--- config.mk ---
export PLATFORM = sky130hd
export DESIGN_NAME = wb_master_arbiter
export DESIGN_NICKNAME = d
export VERILOG_FILES = /design/src/rtl/wb_arb_pkg.sv /design/src/rtl/wb_arb_rr_grant.sv /design/src/rtl/wb_master_arbiter.sv
export SDC_FILE = /design/constraint.sdc
export NUM_CORES = 1
export LEC_CHECK = 0
export ABC_CLOCK_PERIOD_IN_PS = 4900
export CAP_MARGIN = 20
export CELL_PAD_IN_SITES_DETAIL_PLACEMENT = 0
export CELL_PAD_IN_SITES_GLOBAL_PLACEMENT = 1
export CORE_AREA = 2 2 148 150
export DETAILED_ROUTE_END_ITERATION = 12
export DIE_AREA = 0 0 150 152
export GPL_TIMING_DRIVEN = 0
export PLACE_DENSITY_LB_ADDON = 0.1
export SYNTH_ARGS = -nofsm -noshare
export SYNTH_HDL_FRONTEND = slang
export SYNTH_SLANG_ARGS = --single-unit
--- constraint.sdc ---
create_clock -name wb_clk -period 4.9 [get_ports wb_clk]
set_input_delay 0.49 -clock wb_clk [delete_from_list [all_inputs] [get_ports wb_clk]]
set_output_delay 0.49 -clock wb_clk [all_outputs]
set_load 0.02 [all_outputs]
--- src/rtl/wb_arb_pkg.sv ---
// Shared encodings for the three-master Wishbone arbiter: FSM states,
// master indices and Wishbone cycle-type / burst-type constants.
package wb_arb_pkg;

   localparam int unsigned NUM_MASTERS = 3;

   typedef logic [1:0] idx_t;

   localparam idx_t CPU = 2'd0;
   localparam idx_t DSP = 2'd1;
   localparam idx_t DAQ = 2'd2;

   localparam logic [2:0] CTI_CLASSIC = 3'b000;
   localparam logic [2:0] CTI_CONST   = 3'b001;
   localparam logic [2:0] CTI_INCR    = 3'b010;
   localparam logic [2:0] CTI_EOB     = 3'b111;

   localparam logic [1:0] BTE_LINEAR = 2'b00;
   localparam logic [1:0] BTE_WRAP4  = 2'b01;
   localparam logic [1:0] BTE_WRAP8  = 2'b10;
   localparam logic [1:0] BTE_WRAP16 = 2'b11;

   typedef enum logic [1:0] {
      ST_IDLE  = 2'd0,
      ST_BUSY  = 2'd1,
      ST_ABORT = 2'd2
   } state_t;

   function automatic logic [NUM_MASTERS-1:0] idx_to_onehot(input idx_t idx);
      logic [NUM_MASTERS-1:0] oh;
      oh = '0;
      oh[idx] = 1'b1;
      return oh;
   endfunction

endpackage

--- src/rtl/wb_arb_rr_grant.sv ---
// Combinational round-robin pick: first requester in the order that starts
// just after last_owner and wraps around.
module wb_arb_rr_grant
   import wb_arb_pkg::*;
(
   input  logic [NUM_MASTERS-1:0] req,
   input  idx_t                   last_owner,
   output logic                   valid,
   output idx_t                   next_owner
);

   idx_t cand;

   always_comb begin
      valid      = 1'b0;
      next_owner = last_owner;
      cand       = '0;
      // Walk from farthest to nearest so the nearest requester wins.
      for (int unsigned k = NUM_MASTERS; k >= 1; k--) begin
         cand = idx_t'((32'(last_owner) + k) % NUM_MASTERS);
         if (req[cand]) begin
            valid      = 1'b1;
            next_owner = cand;
         end
      end
   end

endmodule

--- src/rtl/wb_master_arbiter.sv ---
// Three-master (cpu/dsp/daq) round-robin Wishbone arbiter onto one slave.
// Optional stalled-strobe watchdog enabled by defining WB_ARB_TIMEOUT_EN.
module wb_master_arbiter
   import wb_arb_pkg::*;
#(
   parameter int unsigned AW      = 32,
   parameter int unsigned DW      = 32,
   parameter int unsigned TIMEOUT = 255
)(
   input  logic                        wb_clk,
   input  logic                        wb_rst_n,
   input  logic [NUM_MASTERS*AW-1:0]     m_adr_i,
   input  logic [NUM_MASTERS*DW-1:0]     m_dat_i,
   input  logic [NUM_MASTERS*(DW/8)-1:0] m_sel_i,
   input  logic [NUM_MASTERS-1:0]        m_we_i,
   input  logic [NUM_MASTERS-1:0]        m_cyc_i,
   input  logic [NUM_MASTERS-1:0]        m_stb_i,
   input  logic [NUM_MASTERS*3-1:0]      m_cti_i,
   input  logic [NUM_MASTERS*2-1:0]      m_bte_i,
   output logic [DW-1:0]                 m_dat_o,
   output logic [NUM_MASTERS-1:0]        m_ack_o,
   output logic [NUM_MASTERS-1:0]        m_err_o,
   output logic [NUM_MASTERS-1:0]        m_rty_o,
   output logic [AW-1:0]                 s_adr_o,
   output logic [DW-1:0]                 s_dat_o,
   output logic [DW/8-1:0]               s_sel_o,
   output logic                          s_we_o,
   output logic                          s_cyc_o,
   output logic                          s_stb_o,
   output logic [2:0]                    s_cti_o,
   output logic [1:0]                    s_bte_o,
   input  logic [DW-1:0]                 s_dat_i,
   input  logic                          s_ack_i,
   input  logic                          s_err_i,
   input  logic                          s_rty_i,
   output logic [NUM_MASTERS-1:0]        grant_o
);

   logic [AW-1:0]   adr [NUM_MASTERS];
   logic [DW-1:0]   dat [NUM_MASTERS];
   logic [DW/8-1:0] sel [NUM_MASTERS];
   logic [2:0]      cti [NUM_MASTERS];
   logic [1:0]      bte [NUM_MASTERS];

   for (genvar g = 0; g < NUM_MASTERS; g++) begin : g_unpack
      assign adr[g] = m_adr_i[g*AW +: AW];
      assign dat[g] = m_dat_i[g*DW +: DW];
      assign sel[g] = m_sel_i[g*(DW/8) +: DW/8];
      assign cti[g] = m_cti_i[g*3 +: 3];
      assign bte[g] = m_bte_i[g*2 +: 2];
   end

   state_t state_q, state_d;
   idx_t   owner_q, owner_d, last_q, last_d;
   logic   rr_valid;
   idx_t   rr_next;
   logic   own_cyc, own_stb, timeout_hit;

   wb_arb_rr_grant u_rr (
      .req        (m_cyc_i),
      .last_owner (last_q),
      .valid      (rr_valid),
      .next_owner (rr_next)
   );

   assign own_cyc = m_cyc_i[owner_q];
   assign own_stb = m_stb_i[owner_q];
   assign m_dat_o = s_dat_i;
   assign grant_o = (state_q == ST_IDLE) ? '0 : idx_to_onehot(owner_q);

`ifdef WB_ARB_TIMEOUT_EN
   logic [15:0] tmo_q;
   logic        stalled;

   assign stalled     = (state_q == ST_BUSY) && own_cyc && own_stb &&
                        !(s_ack_i || s_err_i || s_rty_i);
   assign timeout_hit = stalled && ((tmo_q + 16'd1) == 16'(TIMEOUT));

   always_ff @(posedge wb_clk or negedge wb_rst_n) begin
      if (!wb_rst_n)
         tmo_q <= '0;
      else if (stalled && !timeout_hit)
         tmo_q <= tmo_q + 16'd1;
      else
         tmo_q <= '0;
   end
`else
   logic [15:0] timeout_unused;
   assign timeout_unused = 16'(TIMEOUT);
   assign timeout_hit    = 1'b0;
`endif

   always_ff @(posedge wb_clk or negedge wb_rst_n) begin
      if (!wb_rst_n) begin
         state_q <= ST_IDLE;
         owner_q <= CPU;
         last_q  <= DAQ;
      end else begin
         state_q <= state_d;
         owner_q <= owner_d;
         last_q  <= last_d;
      end
   end

   always_comb begin
      state_d = state_q;
      owner_d = owner_q;
      last_d  = last_q;
      s_adr_o = '0;
      s_dat_o = '0;
      s_sel_o = '0;
      s_we_o  = 1'b0;
      s_cyc_o = 1'b0;
      s_stb_o = 1'b0;
      s_cti_o = '0;
      s_bte_o = '0;
      m_ack_o = '0;
      m_err_o = '0;
      m_rty_o = '0;
      case (state_q)
         ST_IDLE: begin
            if (rr_valid) begin
               owner_d = rr_next;
               last_d  = rr_next;
               state_d = ST_BUSY;
            end
         end
         ST_BUSY: begin
            // Owner dropping cyc releases the bus in the same cycle.
            if (!own_cyc) begin
               state_d = ST_IDLE;
            end else begin
               s_adr_o          = adr[owner_q];
               s_dat_o          = dat[owner_q];
               s_sel_o          = sel[owner_q];
               s_we_o           = m_we_i[owner_q];
               s_cyc_o          = 1'b1;
               s_stb_o          = own_stb;
               s_cti_o          = cti[owner_q];
               s_bte_o          = bte[owner_q];
               m_ack_o[owner_q] = s_ack_i;
               m_err_o[owner_q] = s_err_i;
               m_rty_o[owner_q] = s_rty_i;
               if (timeout_hit)
                  state_d = ST_ABORT;
            end
         end
         ST_ABORT: begin
            m_err_o[owner_q] = 1'b1;
            state_d          = ST_IDLE;
         end
         default: state_d = ST_IDLE;
      endcase
   end

endmodule

# ---- Word level (Yosys, flattened, before mapping)
# Cells that the tools add are included.
dict set report op_classes {
  n_addsub 3
  bitwise_logic 4
  eq_ne 4
  n_reduce_logical 4
  div_mod_pow 3
  mux 61
  order_cmp 6
}
# operator n
set op_table {}
lappend op_table {{32-bit two-way mux} 8}
lappend op_table {{32-bit binary-select mux with 2-bit select} 2}
lappend op_table {{32-bit by 2-bit modulo with 32-bit output (second input constant)} 3}
lappend op_table {{3-bit two-way mux} 10}
lappend op_table {{2-bit two-way mux} 9}
lappend op_table {{1-bit two-way mux} 16}
lappend op_table {{4-bit two-way mux} 4}
lappend op_table {{1-bit binary-select mux with 2-bit select} 6}
lappend op_table {{2-bit by 3-bit less-than comparator with 1-bit output (second input constant)} 4}
lappend op_table {{3-bit bitwise AND} 3}
lappend op_table {{4-bit binary-select mux with 2-bit select} 1}
lappend op_table {{2-bit by 2-bit adder with 3-bit output (second input constant)} 2}
lappend op_table {{3-bit binary-select mux with 2-bit select} 1}
lappend op_table {{3-bit one-hot mux with 2 select lines} 1}
lappend op_table {{2-bit binary-select mux with 2-bit select} 1}
lappend op_table {{2-bit inequality test (second input constant)} 2}
lappend op_table {{2-bit one-hot mux with 2 select lines} 1}
lappend op_table {{2-bit AND reduction} 2}
lappend op_table {{2-bit by 1-bit adder with 3-bit output (second input constant)} 1}
lappend op_table {{3-bit greater-or-equal comparator (second input constant)} 1}
lappend op_table {{2-bit inverter with 3-bit output} 1}
lappend op_table {{1-bit demux with 2-bit select} 1}
lappend op_table {{2-bit by 1-bit == test with 1-bit output (second input constant)} 1}
lappend op_table {{2-bit == test (second input constant)} 1}
lappend op_table {{other kinds (3)} 3}
dict set report totals {
  output_inout_bits 120
  register_bits 6
  inputBits 265
  elab_cells 88
}

# ---- Depth between registers and ports, before layout
dict set report logic_depth {
  depth_word 9
  depth_mapped 9
  depth_no_buf 6
}

# ---- Cells and area by module
# Synthesis repeated with hierarchy kept, for this count alone.
dict set report unflattened {
  hier_cells 367
  area_unflattened_um2 2902.8
}
# mod n_inst cells_each area_each_um2 seq_area_each_um2
set by_module_without_submodules {}
lappend by_module_without_submodules {wb_master_arbiter 1 334 2666.3 101.3}
lappend by_module_without_submodules {wb_arb_rr_grant 1 33 236.5 0.0}

# ---- Worst setup path after synthesis
# No wires, ideal clock.
dict set report synth_path {
  path_type {reg2reg}
  startpoint {reg, netlist name owner_q[0]}
  endpoint {reg owner_q[0]}
  t_required_ns 4.772
  slack_ns 2.746
  arrival_time_ns 2.026
  setup_time_ns 0.128
  stages_incl_launch_ff 10
  cell_sequence {dfrtp_1 buf_2 buf_2 inv_1 ha_1 clkbuf_2 a21oi_1 a32o_1 a31oi_2 mux2_1}
}
# item line_no
set synth_rtl {}
lappend synth_rtl {{end signal: assignment} wb_master_arbiter.sv:100} ;# owner_q <= owner_d;
lappend synth_rtl {{end: declaration} wb_master_arbiter.sv:54} ;# idx_t owner_q, owner_d, last_q, last_d;

# ---- Worst setup path in the final report
dict set report layout_path {
  startpoint {in m_cyc_i[2]}
  endpoint {out s_dat_o[4]}
}
dict set report layout_between {
  elab_chain_cells 4
}
# item line_no
set layout_rtl {}
lappend layout_rtl {{start: declaration} wb_master_arbiter.sv:16} ;# input logic [NUM_MASTERS-1:0] m_cyc_i,
lappend layout_rtl {{1-bit binary-select mux with 2-bit select} wb_master_arbiter.sv:66} ;# assign own_cyc = m_cyc_i[owner_q];
lappend layout_rtl {{1-bit two-way mux (not written as such)} wb_master_arbiter.sv:66}
lappend layout_rtl {{32-bit two-way mux} wb_master_arbiter.sv:130} ;# if (!own_cyc) begin
lappend layout_rtl {{32-bit two-way mux} wb_master_arbiter.sv:120} ;# case (state_q)
lappend layout_rtl {{end: declaration} wb_master_arbiter.sv:25} ;# output logic [DW-1:0] s_dat_o,
# Every way passes these cells. The select of a mux whose other input is x is not followed.

==> impl.org <==
** Die
- In this run the core area contains between 50 and 60 standard-cell rows.
- Measured along the y axis, the die boundary spans 152 um.
- The initial utilization of the core area, before any placement, comes to 12.2%.
- Die footprint :: roughly 23,000 sq um
- Top-level I/O count :: 385
- Die Wd :: about 150 um
- Placeable core region :: approximately 21,000 sq um

** Worst setup path
- Type of element launching the critical path :: primary input
- Setup slack on the worst reg-to-reg path comes out at 2.38 ns.
- Largest delay share family, worst path :: buffers and inverters
- The worst register-to-register path ends at owner_q[0].
- Crit path kind :: primary input to output port
- Together, buffers and inverters on the worst path number 4.
- Logic depth of the worst register-to-register path :: 9
- In this run the worst path has a maximum fanout of 10.
- The signal on the critical path passes through clkdlybuf4s50_1, mux2i_1, o2bb2ai_2, nand2_2, buf_6, buf_6, nor2_1, clkdlybuf4s50_1.
- The slowest stage of the critical path belongs to the cell clkdlybuf4s50_1.
- At the worst endpoint, the arrival time is 2.79 ns.
- On the worst path, the slowest cell contributes a delay of approximately 0.64 ns.
- Critical path data required time :: 4.41 ns
- STA classifies the critical path endpoint as an output port.
- FF-to-FF Start :: owner_q[0]

** Drt
- Number of remaining DRC errors :: 0
- Across all layers, the routed design uses 4,198 vias.
- Average wire per standard cell :: roughly 16 um
- The pre-antenna-repair detailed-routing pass consisted of 4 iterations.
- Dividing the detail-routed via count by the number of cells gives 3.95.
- Final ANT Viol Nets :: 0
- Violation count after the first detailed-route iteration :: 159
- Total wire length after detailed routing :: ~17,000 um

** Placed design
- The count of buffers added on input and output ports is 352.
- Once placement completed, the tool counted placed cells totaling approximately 1,100.
- Summed over all nets, the half-perimeter wirelength after detailed placement is 13,900 um.
- Pre-CTS setup slack :: between 1.5 and 2 ns
- Routability-driven placement finished with a final weighted congestion of 0.771.

** STA
- Setup violations remaining at the end of the flow were counted as 0.
- Setup slack on the critical path of the routed design comes to 1.62 ns.
- For the final routed database, the setup TNS stands at 0 ns.
- Measured against its own limit, the worst slew margin works out to 65.0%.
- Minimum clock period after layout :: approximately 3.3 ns
- Least-Margin Pin Slew :: 0.524 ns
- Worst clock skew :: 0.000521 ns
- Final Hold Fails :: 0
- FMAX :: roughly 310 MHz
- The count of final max-slew check failures came to 0.
- Share of the clock period used by the worst path after layout :: roughly 67%
- Setup repair after global routing left no endpoint under its margin.

** Final layout
- Leaving out filler cells and counting taps, the final layout contains roughly 1,100.
- Fill count :: roughly 2,300
- From synthesis to final layout, the design area changed by 152%.
- The repair_antennas step left the layout with diodes totalling 0.
- Of the cells placed in the final design, the portion with a size suffix greater than 1 is 8.30%.
- Total Nets Final :: 1,053

** Global routing
- Global routing used 13.4% of the available tracks.
- Initial antenna violation count :: 0
- The via count of the first global-routing pass was about 4,200.
- Maximum number of pins on one net before global-route repair :: 11
- Global routing finished with a remaining overflow of 0.
- The first global-routing pass estimated about 24,000 um of wire.

** Clocking
- CTS tree :: built
- Clock tree root buffer cell :: clkbuf_16
- After clock tree synthesis, the repair step resized 0 gates.
- Level count of the clock H-tree :: 1
- Post-CTS setup buffer count :: 0
- Number of clock sinks :: 4
- Clock latency on the worst-skew pair, taken at its later pin, is around 0.22 ns.
- Clock Pin Slew Worst Setup and Hold Paths :: about 0.030 ns
- In this run, post-CTS hold repair placed 0 buffers.
- No sink is reached through more buffers than the 2 on the longest clock path.
- CTS Buf Count :: 3

** Run
- Count of max-cap constraint violations :: 0

** Synthesis
- Synthesis inferred 4 register bits.
- In the synthesized netlist the async set-or-reset flop fraction comes to 100%.
- Post-synthesis sequential area ratio :: 3.90%
- Syn Nets :: 696
- Fraction of synthesized cell area taken by the top area cell type :: between 30% and 40%
- Synth Warn # :: 0
- Post-Synthesis Mean Instance Area :: 6.08 sq um
- After synthesis the cells add up to 2600 sq um.
- EDFF count, synth :: 0
- Post-synthesis cell count :: 427
- Dominant synthesized flop cell :: dfrtp_1
- Summed over all instances, the cell type with the most area after synthesis is mux2i_1.
- Main area contributors after synthesis :: mux2i_1 30%, nor2_1 23%, a21oi_1 15%
- Yosys mapped the design onto 30 distinct sky130hd cell types.

** Power and ir drop
- In this run the power density over the cells is 384 nW/um^2.
- VDD IR max :: 0.168 mV
- Summed over all cells, the static leakage comes to ~2.5 nW.

** Min path
- Hold WC Path Type :: primary input to async pin

** Outcome
- The run finished with clean final reports.
[cells in the mapped netlist, drive strengths merged (2+ instances only)]
master and n:
nor2b 4, buf 54, nand2 5, mux2 2, inv 8, nand2b 2, clkbuf 14, a21oi 78
nor2 160, ha 4, mux2i 79, dfrtp 3, nand3 3
[layer usage]
metal	vias to the layer above	track usage (%)	wire length, um
met5	-	0	0
met4	0	0.584	68
met3	4	2.16	1200
met2	191	27.5	9110
met1	1894	14.6	6140
li1	2109	-	-
[metrics by stage]
stage / power, mW / util [%] / cell area, sq um / hold slack (ns)
2_1_floorplan: 1.43 / - / 2600 / 0.194
3_3_place_gp: 2.42 / 30.3 / 6470 / 0.533
3_5_place_dp: 2.42 / 30.3 / 6470 / 0.563
4_1_cts: 2.56 / 30.7 / 6550 / 0.483
5_1_grt: 2.73 / 30.7 / 6550 / 0.491
6_report: 2.52 / 30.7 / 6550 / 0.477
[power breakdown]
part | leakage (nW) | internal, mW | switching [mW]
combinational | 2.45 | 1.07 | 1.25
sequential | 0.0474 | 0.0500 | 0.0157
clock | 0.0382 | 0.107 | 0.0231
[layout by cell type, fill, tap and decap left out, types with 2 or more instances in the layout]
| cell type | synthesis | layout |
|---|---|---|
| clkdlybuf4s50_1 | 0 | 352 |
| clkbuf_16 | 0 | 3 |
| buf_2 | 12 | 12 |
| nor2_1 | 160 | 160 |
| inv_1 | 7 | 7 |
| dfrtp_1 | 3 | 3 |
| nand3_1 | 3 | 3 |
| nand2b_1 | 2 | 2 |
| nand2_1 | 4 | 4 |
| mux2i_1 | 79 | 79 |
| a21oi_1 | 78 | 78 |
| buf_6 | 5 | 5 |
| ha_1 | 4 | 4 |
| nor2b_1 | 4 | 4 |
| clkbuf_1 | 13 | 14 |
| buf_4 | 37 | 37 |
[state kept, by name, indices dropped and copies added (netlist names)]
name and cells:
owner_q 2, last_q 1, state_q 1
[area by class of cell]
class	instances	area, sq um	share of cell area [%]
Inverter	8	30.0	0.458
Multi-Input combinational cell	347	2020	30.8
Sequential cell	4	101	1.55
Clock buffer	4	78.8	1.20
Timing Repair Buffer	352	3520	53.8
Tap cell	280	350	5.35
Buffer	68	448	6.84
[worst max-delay path by stage]
stage	from	endpoint	slack (ns)	cells past startpoint
6_report	m_cyc_i[2]	s_dat_o[4]	1.62	8
5_1_grt	m_cyc_i[2]	s_dat_o[4]	1.48	8
4_1_cts	m_cyc_i[2]	s_dat_o[4]	1.58	8
3_3_place_gp	m_cyc_i[2]	s_dat_o[4]	1.60	8
3_5_place_dp	m_cyc_i[2]	s_dat_o[4]	1.60	8
2_1_floorplan	owner_q[0]	owner_q[0]	2.75	9
[cells by family (layout without fill, tap and decap cells)]
family / Yosys count / in the layout / synth area share [%]
fa+ha+maj: 4 / 4 / 1.93
compound gates: 87 / 87 / 18.3
flops: 4 / 4 / 3.90
mux: 81 / 81 / 31.3
buf+inv: 76 / 432 / 18.4
simple gates: 175 / 175 / 26.2
Power figures use the tool's default switching activity.
